===== src/rtl/mem_ctrl_pkg.sv =====
// Shared types for the memory copy scheduler: controller states, default
// memory geometry and the owner tag carried alongside each 16-bit read.
package mem_ctrl_pkg;

  localparam int AW_DEF = 16;
  localparam int DW_DEF = 16;

  typedef enum logic [2:0] {
    IDLE,
    RUN,
    WAIT,
    WRITE,
    DONE
  } state_t;

  typedef enum logic {
    OWN_HOST,
    OWN_COPY
  } owner_t;

endpackage


===== src/rtl/rd_tag_pipe.sv =====
// Read-tag pipeline: follows every 16-bit read for RD_LAT cycles so the
// returning word can be steered to the host or to the copy engine.
module rd_tag_pipe
  import mem_ctrl_pkg::*;
#(
  parameter int DW     = DW_DEF,
  parameter int RD_LAT = 1
) (
  input  logic          clk,
  input  logic          rst,
  input  logic          issue,
  input  logic          issue_copy,
  input  logic [DW-1:0] rdata,
  output logic          host_rvalid,
  output logic [DW-1:0] host_rdata,
  output logic          copy_vld,
  output logic [DW-1:0] copy_rdata
);

  logic [RD_LAT-1:0] vld_p;
  owner_t            own_p [RD_LAT];

  // Shift the {valid, owner} tag one stage per cycle; reset drops in-flight reads.
  always_ff @(posedge clk or negedge rst) begin
    if (!rst) begin
      vld_p <= '0;
      for (int i = 0; i < RD_LAT; i++) begin
        own_p[i] <= OWN_HOST;
      end
    end else begin
      vld_p[0] <= issue;
      own_p[0] <= issue_copy ? OWN_COPY : OWN_HOST;
      for (int i = 1; i < RD_LAT; i++) begin
        vld_p[i] <= vld_p[i-1];
        own_p[i] <= own_p[i-1];
      end
    end
  end

  // The tail tag lines up with the memory return word; route it to its owner.
  always_comb begin
    host_rvalid = vld_p[RD_LAT-1] && (own_p[RD_LAT-1] == OWN_HOST);
    copy_vld    = vld_p[RD_LAT-1] && (own_p[RD_LAT-1] == OWN_COPY);
    host_rdata  = host_rvalid ? rdata : '0;
    copy_rdata  = copy_vld ? rdata : '0;
  end

endmodule


===== src/rtl/mem_copy_sched.sv =====
// Copy scheduler: moves words from the 16-bit memory into the 8-bit memory
// (high byte = 8-bit address, low byte = data) while sharing the 16-bit
// port with a host requester, one access per cycle.
module mem_copy_sched
  import mem_ctrl_pkg::*;
#(
  parameter int AW     = AW_DEF,
  parameter int DW     = DW_DEF,
  parameter int RD_LAT = 1
) (
  input  logic            clk,
  input  logic            rst,
  input  logic            start,
  input  logic            abort,
  input  logic [AW-1:0]   base_addr,
  input  logic [AW-1:0]   word_count,
  output logic            busy,
  output logic            done,
  output logic            aborted,
  output logic [AW-1:0]   copied,
  input  logic            host_req,
  input  logic            host_we,
  input  logic [AW-1:0]   host_addr,
  input  logic [DW-1:0]   host_wdata,
  output logic            host_gnt,
  output logic            host_rvalid,
  output logic [DW-1:0]   host_rdata,
  output logic [AW-1:0]   m16_addr,
  output logic            m16_we,
  output logic [DW-1:0]   m16_wdata,
  input  logic [DW-1:0]   m16_rdata,
  output logic [DW/2-1:0] m8_addr,
  output logic [DW/2-1:0] m8_wdata,
  output logic            m8_we
);

  localparam int            HW  = DW / 2;
  localparam logic [AW-1:0] ONE = AW'(1);

  state_t        state, state_nx;
  logic [AW-1:0] cur_addr;
  logic [AW-1:0] remaining;
  logic [DW-1:0] copy_word;
  logic          copy_gnt;
  logic          rr_host;     // host wins the next contested RUN slot
  logic          abort_hit;
  logic          accept;
  logic          rd_issue;
  logic          copy_vld;
  logic [DW-1:0] copy_rdata;

  assign accept   = (state == IDLE) && start;
  assign rd_issue = (host_gnt && !host_we) || copy_gnt;

  // Control state: FSM, progress counter, exit cause and round-robin pointer.
  always_ff @(posedge clk or negedge rst) begin
    if (!rst) begin
      state     <= IDLE;
      copied    <= '0;
      abort_hit <= 1'b0;
      rr_host   <= 1'b1;
    end else begin
      state <= state_nx;
      if (accept) begin
        copied    <= '0;
        abort_hit <= 1'b0;
      end
      if (state == WRITE) begin
        copied    <= copied + ONE;
        abort_hit <= abort && (remaining != ONE);
      end
      if (state == RUN) begin
        rr_host <= copy_gnt;
      end
    end
  end

  // Copy datapath: source pointer, words left and the captured source word.
  always_ff @(posedge clk) begin
    if (accept) begin
      cur_addr  <= base_addr;
      remaining <= word_count;
    end else if (state == WRITE) begin
      cur_addr  <= cur_addr + ONE;
      remaining <= remaining - ONE;
    end
    if (copy_vld) begin
      copy_word <= copy_rdata;
    end
  end

  // Next-state logic: one read slot, RD_LAT wait, one 8-bit write per word.
  always_comb begin
    state_nx = state;
    case (state)
      IDLE:    if (start) state_nx = (word_count == '0) ? DONE : RUN;
      RUN:     if (copy_gnt) state_nx = WAIT;
      WAIT:    if (copy_vld) state_nx = WRITE;
      WRITE:   state_nx = ((remaining == ONE) || abort) ? DONE : RUN;
      DONE:    state_nx = IDLE;
      default: state_nx = IDLE;
    endcase
  end

  // Port arbitration: host always wins outside RUN; RUN alternates on contention.
  always_comb begin
    host_gnt = 1'b0;
    copy_gnt = 1'b0;
    if (rst) begin
      case (state)
        IDLE, WAIT, WRITE: host_gnt = host_req;
        RUN: begin
          if (host_req && rr_host) host_gnt = 1'b1;
          else                     copy_gnt = 1'b1;
        end
        default: ;
      endcase
    end
  end

  // 16-bit port mux: the granted requester drives the memory this cycle.
  always_comb begin
    m16_addr  = '0;
    m16_we    = 1'b0;
    m16_wdata = '0;
    if (host_gnt) begin
      m16_addr  = host_addr;
      m16_we    = host_we;
      m16_wdata = host_wdata;
    end else if (copy_gnt) begin
      m16_addr = cur_addr;
    end
  end

  // Status and 8-bit write outputs decoded from the current state.
  always_comb begin
    busy     = (state == RUN) || (state == WAIT) || (state == WRITE);
    done     = (state == DONE);
    aborted  = (state == DONE) && abort_hit;
    m8_we    = (state == WRITE);
    m8_addr  = m8_we ? copy_word[DW-1:HW] : '0;
    m8_wdata = m8_we ? copy_word[HW-1:0] : '0;
  end

  rd_tag_pipe #(
    .DW     (DW),
    .RD_LAT (RD_LAT)
  ) u_rd_tag_pipe (
    .clk         (clk),
    .rst         (rst),
    .issue       (rd_issue),
    .issue_copy  (copy_gnt),
    .rdata       (m16_rdata),
    .host_rvalid (host_rvalid),
    .host_rdata  (host_rdata),
    .copy_vld    (copy_vld),
    .copy_rdata  (copy_rdata)
  );

endmodule


===== config.mk =====
export PLATFORM = sky130hd
export DESIGN_NAME = mem_copy_sched
export DESIGN_NICKNAME = d
export VERILOG_FILES = /design/src/rtl/mem_ctrl_pkg.sv /design/src/rtl/rd_tag_pipe.sv /design/src/rtl/mem_copy_sched.sv
export SDC_FILE = /design/constraint.sdc
export NUM_CORES = 1
export LEC_CHECK = 0
export ABC_AREA = 1
export CORE_ASPECT_RATIO = 1.25
export CORE_UTILIZATION = 35
export CTS_CLUSTER_SIZE = 20
export DETAILED_ROUTE_END_ITERATION = 10
export GPL_TIMING_DRIVEN = 0
export MAX_ROUTING_LAYER = met4
export PLACE_DENSITY = 0.76
export REMOVE_ABC_BUFFERS = 1
export SETUP_SLACK_MARGIN = 0.5
export SLEW_MARGIN = 40
export SYNTH_ARGS = -nofsm -noshare
export SYNTH_HDL_FRONTEND = slang
export SYNTH_SLANG_ARGS = --single-unit

===== constraint.sdc =====
create_clock -name clk -period 1.78 [get_ports clk]
set_clock_uncertainty 0.1 [all_clocks]
set_input_delay 0.356 -clock clk [delete_from_list [all_inputs] [get_ports clk]]
set_output_delay 0.356 -clock clk [all_outputs]
set_load 0.005 [all_outputs]

-- Word-level counts from Yosys, hierarchy flattened
Index checks and enable logic that the tools add are counted.
- $add $sub $neg: 3
- eq/ne operators: 9
- multiplexer cells: 28
- bitwise logic cells: 1
- reduce and logical (&&, ||, !) cells: 17
- operators with widths (operator ; count):
    $mux 16 ; 10
    $add 16x1->16 const B ; 2
    $eq 16x1->1 const B ; 1
    $logic_not 16->1 ; 1
    $mux 8 ; 2
    $ne 16x1->1 const B ; 1
    $sub 16x1->16 const B ; 1
    $mux 3 ; 5
    $pmux 3 s4 ; 1
    $mux 1 ; 9
    $logic_and 1x1->1 ; 7
    $eq 3x2->1 const B ; 2
    $ne 2x2->1 const B ; 3
    $logic_or 1x1->1 ; 4
    $eq 3x1->1 const B ; 1
    $eq 3x3->1 const B ; 1
    $logic_not 3->1 ; 1
    $reduce_and 3->1 ; 1
    $reduce_or 3->1 ; 1
    $pmux 1 s2 ; 1
    $reduce_bool 2->1 ; 1
    $logic_not 1->1 ; 1
    $not 1->1 ; 1
- flip-flop bits (word level): 71
- input port bits: 86
- output and inout bits: 87
- word-level logic and storage cells: 67

-- Depth between registers and ports, before layout
Gate-level depths: netlist (run 1).
- depth in word-level cells: 6
- depth in mapped cells: 9
- depth with buffers taken out: 9

-- By module
A second synthesis (run 1) with hierarchy kept.
- cell total of the unflattened synthesis: 632
- area total of the unflattened synthesis: 4615.7 um^2
- modules (own cells, without submodules) (module ; times used ; cells each ; area each (um^2) ; seq. area each (um^2)):
    mem_copy_sched ; 1 ; 575 ; 4339.2 ; 1968.1
    rd_tag_pipe ; 1 ; 57 ; 276.5 ; 50.0

-- Least setup slack after synthesis (run 1)
No wires, ideal clock.
- path type: register to register
- start point: register state[2]
- end point: register copied[1]
- library setup time: 121 ps
- arrival time: 1415 ps
- data required time: 1559 ps
- slack: 144 ps
- stages on the path, launching flop included: 8
- buffers on the path: 0
- period minus slack after synthesis: 1636 ps
- cell sequence: dfrtp_1 -> inv_2 -> nand2_2 -> nor2_4 -> nand2_8 -> nand2_4 -> inv_2 -> a22o_1
- word-level cells in the longest chain between the ends: 3
- elaborated cells on any way between the ends: 5
- those cells by class: 1 x eq/ne; 1 x mux; 3 x reduce/logical
- ends and longest elaborated chain (what ; line ; text):
    from (decl) ; mem_copy_sched.sv:40 ; state_t state, state_nx;
    from (signal assigned) ; mem_copy_sched.sv:63 ; state <= state_nx;
    $logic_not 3->1 ; mem_copy_sched.sv:52 ; assign accept = (state == IDLE) && start;
    $logic_and 1x1->1 ; mem_copy_sched.sv:52 ;
    $reduce_bool 2->1 (no line) ; n/a ;
    to (signal assigned) ; mem_copy_sched.sv:69 ; copied <= copied + ONE;
    to (decl) ; mem_copy_sched.sv:20 ; output logic [AW-1:0] copied,
Parallel ways exist; a longest one is shown, timed or not.
A chain may end at the register's enable or synchronous reset.

-- Worst setup path in the final report (run 1)
- start point: register state[2]
- end point: output m16_addr[6]
- word-level cells in the longest chain between the ends: 5
- elaborated cells on any way between the ends: 11
- those cells by class: 3 x eq/ne; 6 x mux; 2 x reduce/logical
- ends and longest elaborated chain (what ; line ; text):
    $eq 3x2->1 (tied with other cells) ; mem_copy_sched.sv:110 ; case (state)
    $reduce_or 3->1 / $mux 1 (equally long branches) ; mem_copy_sched.sv:110 ;
    $pmux 1 s2 / $mux 1 (equally long branches) ; mem_copy_sched.sv:110, mem_copy_sched.sv:109 ;
    $mux 1 / $mux 16 (equally long branches) ; mem_copy_sched.sv:109, mem_copy_sched.sv:130 ;
    $mux 16 * ; mem_copy_sched.sv:126 ; if (host_gnt) begin
    to (decl) ; mem_copy_sched.sv:28 ; output logic [AW-1:0] m16_addr,
Mark *: on every way between the ends. The rest lies on a longest branch, timed or not.

==> results of run 1 <==
-- worst paths after layout --
check,start,to,slack [ns],cells past startpoint
worst min-delay path,rst,copied[7],-0.22,1
max in group asynchronous,rst,rr_host,1.51,1
worst max register to register,state[2],remaining[10],-0.36,12
min in group clk,copied[3],copied[3],0.41,1
worst min register to register,copied[3],copied[3],0.41,1
worst max-delay path,state[2],m16_addr[6],-0.39,7
-- layout by cell type (no fill, tap or decap), types with 14 or more instances in the layout --
cell type	instances
nand2_2	29
clkbuf_2	14
nor2_1	74
o21ai_2	20
nor2_2	19
inv_1	101
nand3_1	32
o21ai_1	21
edfxtp_1	48
buf_2	62
buf_6	47
buf_4	40
clkdlybuf4s50_1	83
nand2_1	144
nor2_4	27
-- cells in the mapped netlist --
| cell type | count | area, um^2 |
|---|---|---|
| nand2_1 | 177 | 664 |
| nor2_1 | 117 | 439 |
| inv_1 | 105 | 394 |
| edfxtp_1 | 48 | 1440 |
| nand3_1 | 38 | 190 |
| o21ai_0 | 26 | 130 |
| dfrtp_1 | 22 | 551 |
| o21ai_1 | 20 | 100 |
| nor3_1 | 11 | 55.1 |
| xor2_1 | 9 | 78.8 |
| nand4_1 | 8 | 50.1 |
| a21oi_1 | 6 | 30.0 |
| buf_6 | 6 | 67.6 |
| inv_2 | 5 | 18.8 |
| a31oi_1 | 4 | 25.0 |
| ha_1 | 4 | 50.1 |
| xnor2_1 | 4 | 35.0 |
| buf_2 | 3 | 15.0 |
| buf_4 | 3 | 22.5 |
| a22o_1 | 2 | 17.5 |
| nand2_2 | 2 | 12.5 |
| nand3b_1 | 2 | 15.0 |
| nor2_2 | 2 | 12.5 |
| a21o_1 | 1 | 7.51 |
| clkbuf_1 | 1 | 3.75 |
| dfstp_2 | 1 | 26.3 |
| inv_4 | 1 | 6.26 |
| nand2_4 | 1 | 11.3 |
| nand2_8 | 1 | 20.0 |
| nand3_2 | 1 | 10.0 |
| nor2_4 | 1 | 11.3 |
| o21a_1 | 1 | 7.51 |
| o21ai_4 | 1 | 16.3 |
| o22ai_1 | 1 | 6.26 |
-- power breakdown --
part,switching (uW),internal (uW)
logic,189,290
registers,0.716,1750
clock network,718,1080
total,908,3120
-- per-layer routing --
metal,routed length (um),part of all wire [%],GRT usage [%],vias up
li1,-,-,-,2602
met1,6730,39,26.9,2478
met2,9110,53,41.3,171
met3,898,5.2,4.33,32
met4,480,2.8,9.24,0
met5,0,0,-,-
-- per-stage QoR --
step                      TNS [ns]  instance area, um^2  util (%)
final                       -37.48                 8320      65.7
after global routing        -45.02                 8320      65.7
after CTS                   -21.72                 7280      57.5
after detailed placement    -77.80                 6360      50.2
after global placement     -115.35                 6360      50.3
after floorplan              -3.58                 4430         -
-- area by class of cell --
class                   instances  area [um^2]  area share (%)
flip-flops and latches         71         2030            24.4
inverters                     111          479            5.76
repair buffers                272         2520            30.2
well taps                     168          210            2.53
clock buffers                  11          233            2.80
multi-input cells             452         2730            32.8
repair inverters                5         71.3           0.857
clock inverters                 5         50.0           0.601
-- flip-flops by register name (all words and copies together), names as in the netlist --
| signal | flops |
|---|---|
| remaining | 16 |
| u_rd_tag_pipe.vld_p | 1 |
| rr_host | 1 |
| cur_addr | 16 |
| u_rd_tag_pipe.own_p | 1 |
| abort_hit | 1 |
| copy_word | 16 |
| state | 3 |
| copied | 16 |
-- repair_timing --
item                       4_1_cts  5_1_grt
hold endpoints to repair        22       22
setup endpoints to repair      190      189
pin swaps                       24       40
resized for setup              376      228
setup buffers                   44       52
gates cloned                    16        5
-- kinds of logic (layout without fill, tap and decap cells) --
kind of cell    after synthesis  after routing
buf+inv                     124            404
compound gates               62             62
flops                        71             71
simple gates                361            373
fa+ha+maj                     4              4
xor+xnor                     13             13
-- worst max-delay path: cells and delay by family (launching register included) --
family | cells | cell delay, ns
buffers and inverters | 4 | 0.55
DFF | 1 | 0.44
and+or+nand+nor | 2 | 0.27
AOI/OAI and AO/OA | 1 | 0.11
==> out/qor.csv, run 1 <==
metric;value;unit
# DRC;0;
max_slew headroom;56.2;%
failing checks;negative hold slack, negative setup slack;
grt ovf;0;
All-Layer GR Usage;23.6;%
placed cells;962;
Final Hold Viols;22;
Synth Area in XOR/XNOR;2.51;%
filler cell count;1025;
CP Launch Type;flop;
Initial Util;35.9;%
Syn Area/Cell;7.15;um^2
Placeable Area;0.0127;mm^2
DR WL/cell;15.7;um
crit-path max cell delay;0.44;ns
Root Driver;clkbuf_16;
vias in the first global route;4839;
first-pass GRT wire length;24000;um
Netlist cell types;34;
die area;0.0134;mm^2
Clock Sinks;71;
leakage;0.00408;uW
cts bufs inserted;9;
initial antenna violation count;0;
slowest CP cell;dfrtp_2;
final hold slack;-0.218;ns
CTS tree;yes;
synthesis-to-finish area growth;83.3;%
Tmin final;2.17;ns
Inserted Diodes;0;
main combinational cell family by area after synthesis;simple AND/OR/NAND/NOR gates;
Compound-Gate Fraction of Synth Area;7.49;%
# IOs;173;
# port buffers;172;
insertion delay of the later-clocked pin in the worst-skew pair;0.34;ns
Warnings, synthesis;0;
Layout Nets;1012;
first drt pass iteration count;5;
vias per cell;4.82;
die width;104;um
RSZ-0062 raised after global routing;yes;
Power Total;4030;uW
Max Cap Viol;0;
flops & latches, synth;71;
Hold WC Path Type;in2async;
Cell Rows;46;
crit share post-route;122;%
final setup violation count;154;
routability cong.;0.839;
initial drt markers;200;
critical path, cell by cell;buf_6 > nor2_4 > nand3_4 > buf_12 > buf_16 > o21ai_2 > buf_2;
die height;129;um
Seq/Total Area, Yosys;44.4;%
Critical Path Sink Type;output pin;
Final Slew Violations;0;
Via Count;5283;
Synth Cell Area;0.00454;mm^2
WS Path Type;reg2out;
Simple-Gate Fraction of Synth Area;32.8;%
post-place setup slack;-1.03;ns
WP data required;1.32;ns
adder-cell area share of the yosys netlist;1.10;%
Setup WS post-layout;-0.386;ns
fraction of synthesized area in multiplexers;0;%
maximum clock path buffer count;2;
worst-margin pin slew;0.655;ns
final wirelength;17200;um
pwr/cell area;484;mW/mm^2
fin cells;1095;
layout cells sized above 1;38.2;%
clock transition at the registers of the reported paths;0.06;ns
VDD IR max;0.504;mV
Data arrival, critical path;1.71;ns
pin count of the biggest net entering global routing;27;
ANT nets after route;0;
status;complete, but fails checks;
HPWL Detailed;9200;um
Max Clk Rate;462;MHz
worst-path maximum fanout;5;
CTS H-Tree Depth;3;
Mapped Cells;635;
(Power assumes the default switching activity.)
==> inputs of run 2 (changes only) <==
Settings changed: SETUP_SLACK_MARGIN 0.5 to 0.05.
==> run 2 against run 1 <==
The run ends with negative setup slack left. Critical path type unchanged. Global-route usage barely moved. Non-clock buffer count decreased by 21. Clock power hardly changed. Largest power group unchanged.
==> out/qor.csv, run 2 (synthesis gave the netlist of run 1 again) <==
metric;value;unit;change
Max Cap Viol;0;;unchanged
r2r setup slk;-0.19;ns;+0.17 ns
Cell Rows;46;;unchanged
Worst Setup SP;state[1];;
Final Slew Violations;0;;unchanged
grt ovf;0;;unchanged
worst-path maximum fanout;7;;+2
RSZ-0062 raised after global routing;yes;;
slowest CP cell;clkdlybuf4s50_1;;
R2R Path Start;state[2];;
maximum clock path buffer count;2;;unchanged
CTS H-Tree Depth;3;;unchanged
failing checks;negative setup slack;;
initial antenna violation count;0;;unchanged
die width;104;um;unchanged
WP data required;1.32;ns;about the same
vias per cell;4.83;;+0.19%
pwr/cell area;494;mW/mm^2;+2.1%
Layout Nets;994;;-1.8%
Seq pwr share;43.9;%;+0.4 points
Sw Share;22.3;%;-0.21 points
Initial Util;35.9;%;unchanged
Max Clk Rate;472;MHz;+2.2%
Placed Area;0.00636;mm^2;unchanged
Hold WC Path Type;in2async;;
insertion delay of the later-clocked pin in the worst-skew pair;0.34;ns;about the same
worst-margin pin slew;0.685;ns;+0.0292 ns
crit-path max cell delay;0.51;ns;+0.07 ns
Setup WS post-layout;-0.338;ns;+0.0476 ns
ANT nets after route;0;;unchanged
DR WL/cell;15.6;um;-0.68%
CP Launch Type;flop;;
Via Count;5206;;-1.5%
clock share of power;44.7;%;about the same
status;complete, but fails checks;;
All-Layer GR Usage;23.6;%;about the same
design area;0.00810;mm^2;-2.7%
final wirelength;16800;um;-2.3%
Clock Sinks;71;;unchanged
most common cell after layout, fill and taps aside;nand2_1;;
layout cells sized above 1;33.1;%;-5.1 points
Tmin final;2.12;ns;-0.0476 ns
Placeable Area;0.0127;mm^2;unchanged
# DRC;0;;unchanged
Combinational Power Share;11.5;%;-0.4 points
critical path, cell by cell;buf_6 > nand3_4 > nor2_1 > clkdlybuf4s50_1;;
HPWL Detailed;9200;um;unchanged
initial drt markers;198;;-1.0%
filler cell count;1064;;+3.8%
placed cells;962;;unchanged
# IOs;173;;unchanged
reg2reg path depth;10;;-2
leakage;0.00401;uW;-1.7%
Critical Path Sink Type;output pin;;
die area;0.0134;mm^2;unchanged
routability cong.;0.839;;unchanged
# port buffers;172;;unchanged
commonest non-fill, non-tap cells in the layout;nand2_1, inv_1, clkdlybuf4s50_1;;
fin cells;1077;;-1.6%
vias in the first global route;4915;;+1.6%
final setup violation count;143;;-7.1%
Internal;3110;uW;-0.43%
pin count of the biggest net entering global routing;23;;-15%
synthesis-to-finish area growth;78.3;%;
end of the worst register-to-register path;cur_addr[4];;
die height;129;um;unchanged
clock transition at the registers of the reported paths;0.06;ns;about the same
max_slew headroom;54.3;%;-1.9 points
cts bufs inserted;9;;unchanged
Inserted Diodes;0;;unchanged
Root Driver;clkbuf_16;;
Switch Pwr;893;uW;-1.6%
Final Hold Viols;0;;-100%
CP endpoint;m8_wdata[6];;
VDD IR max;0.403;mV;-20%
first drt pass iteration count;4;;-1
first-pass GRT wire length;24000;um;unchanged
CTS tree;yes;;
WS Path Type;reg2out;;
Data arrival, critical path;1.66;ns;-0.05 ns
crit share post-route;119;%;-2.7 points
## run 2: cell count changes in the layout (fill, tap and decap cells not counted), moves of 4 or more
cell             before  now
buf_6                47   30
clkdlybuf4s50_1      83   99
nand2_2              29   15
clkbuf_2             14    1
nand2_1             144  156
dfrtp_1              11   18
dfrtp_2              11    4
buf_12               12    6
nor2_2               19   25
inv_8                 3    7
## run 2: final cells by class
cell class                      instances  area, um^2  share of cell area (%)
Timing Repair Buffer                  251        2280                    28.2
Inverter                              111         470                    5.81
Multi-Input combinational cell        451        2690                    33.3
Timing Repair inverter                  9         136                    1.68
Sequential cell                        71        2020                    25.0
Clock buffer                           11         233                    2.87
Clock inverter                          5        50.0                   0.618
Tap cell                              168         210                    2.60
## run 2: what timing repair did
item	in CTS	in global routing
pin swaps	27	31
endpoints found under the setup margin	160	140
hold endpoints to repair	22	0
gates cloned	14	9
gates resized for setup	374	144
setup buffers	51	26
hold buffers	2	0
## run 2: stage by stage
stage / setup TNS, ns / total power, uW / utilization, % / hold WS [ns] / setup WS [ns]
after global placement: -115.35 / 2150 / 50.3 / 0.420 / -2.00
after CTS: -15.38 / 3970 / 58.4 / 0.309 / -0.382
after floorplan: -3.58 / 1850 / - / -0.0396 / -0.152
after detailed placement: -77.80 / 2160 / 50.2 / 0.295 / -1.03
final: -23.67 / 4000 / 64.0 / 0.0755 / -0.338
after global routing: -33.14 / 4120 / 64.0 / 0.114 / -0.400
## run 2: critical path: cells and delay by family, from the launching register on
family	cells	cell delay, ns
buf+inv	2	0.69
flops	1	0.38
simple gates	2	0.25
## run 2: routing by layer
metal	GRT usage [%]	wire (um)
met5	-	0
met4	10.8	585
met3	4.18	931
met2	41.8	8850
met1	26.0	6460
## run 2: power groups by stage
stage,Sequential (uW),Combinational [uW],Clock (uW)
floorplan,1790,65.6,0
global placement,1790,365,0
detailed placement,1790,367,0
CTS,1750,420,1800
global route,1750,492,1870
finish,1750,458,1790
## run 2: worst min-delay path by stage
stage                    from             endpoint  slack [ns]  cells after the start
finish                    rst            copied[7]        0.08                      2
global route              rst            copied[7]        0.11                      2
CTS                       rst  u_rd_tag_pipe.own_p        0.31                      3
detailed placement        rst           copied[15]        0.29                      1
global placement    copied[3]            copied[3]        0.42                      1
floorplan                 rst            abort_hit       -0.04                      0
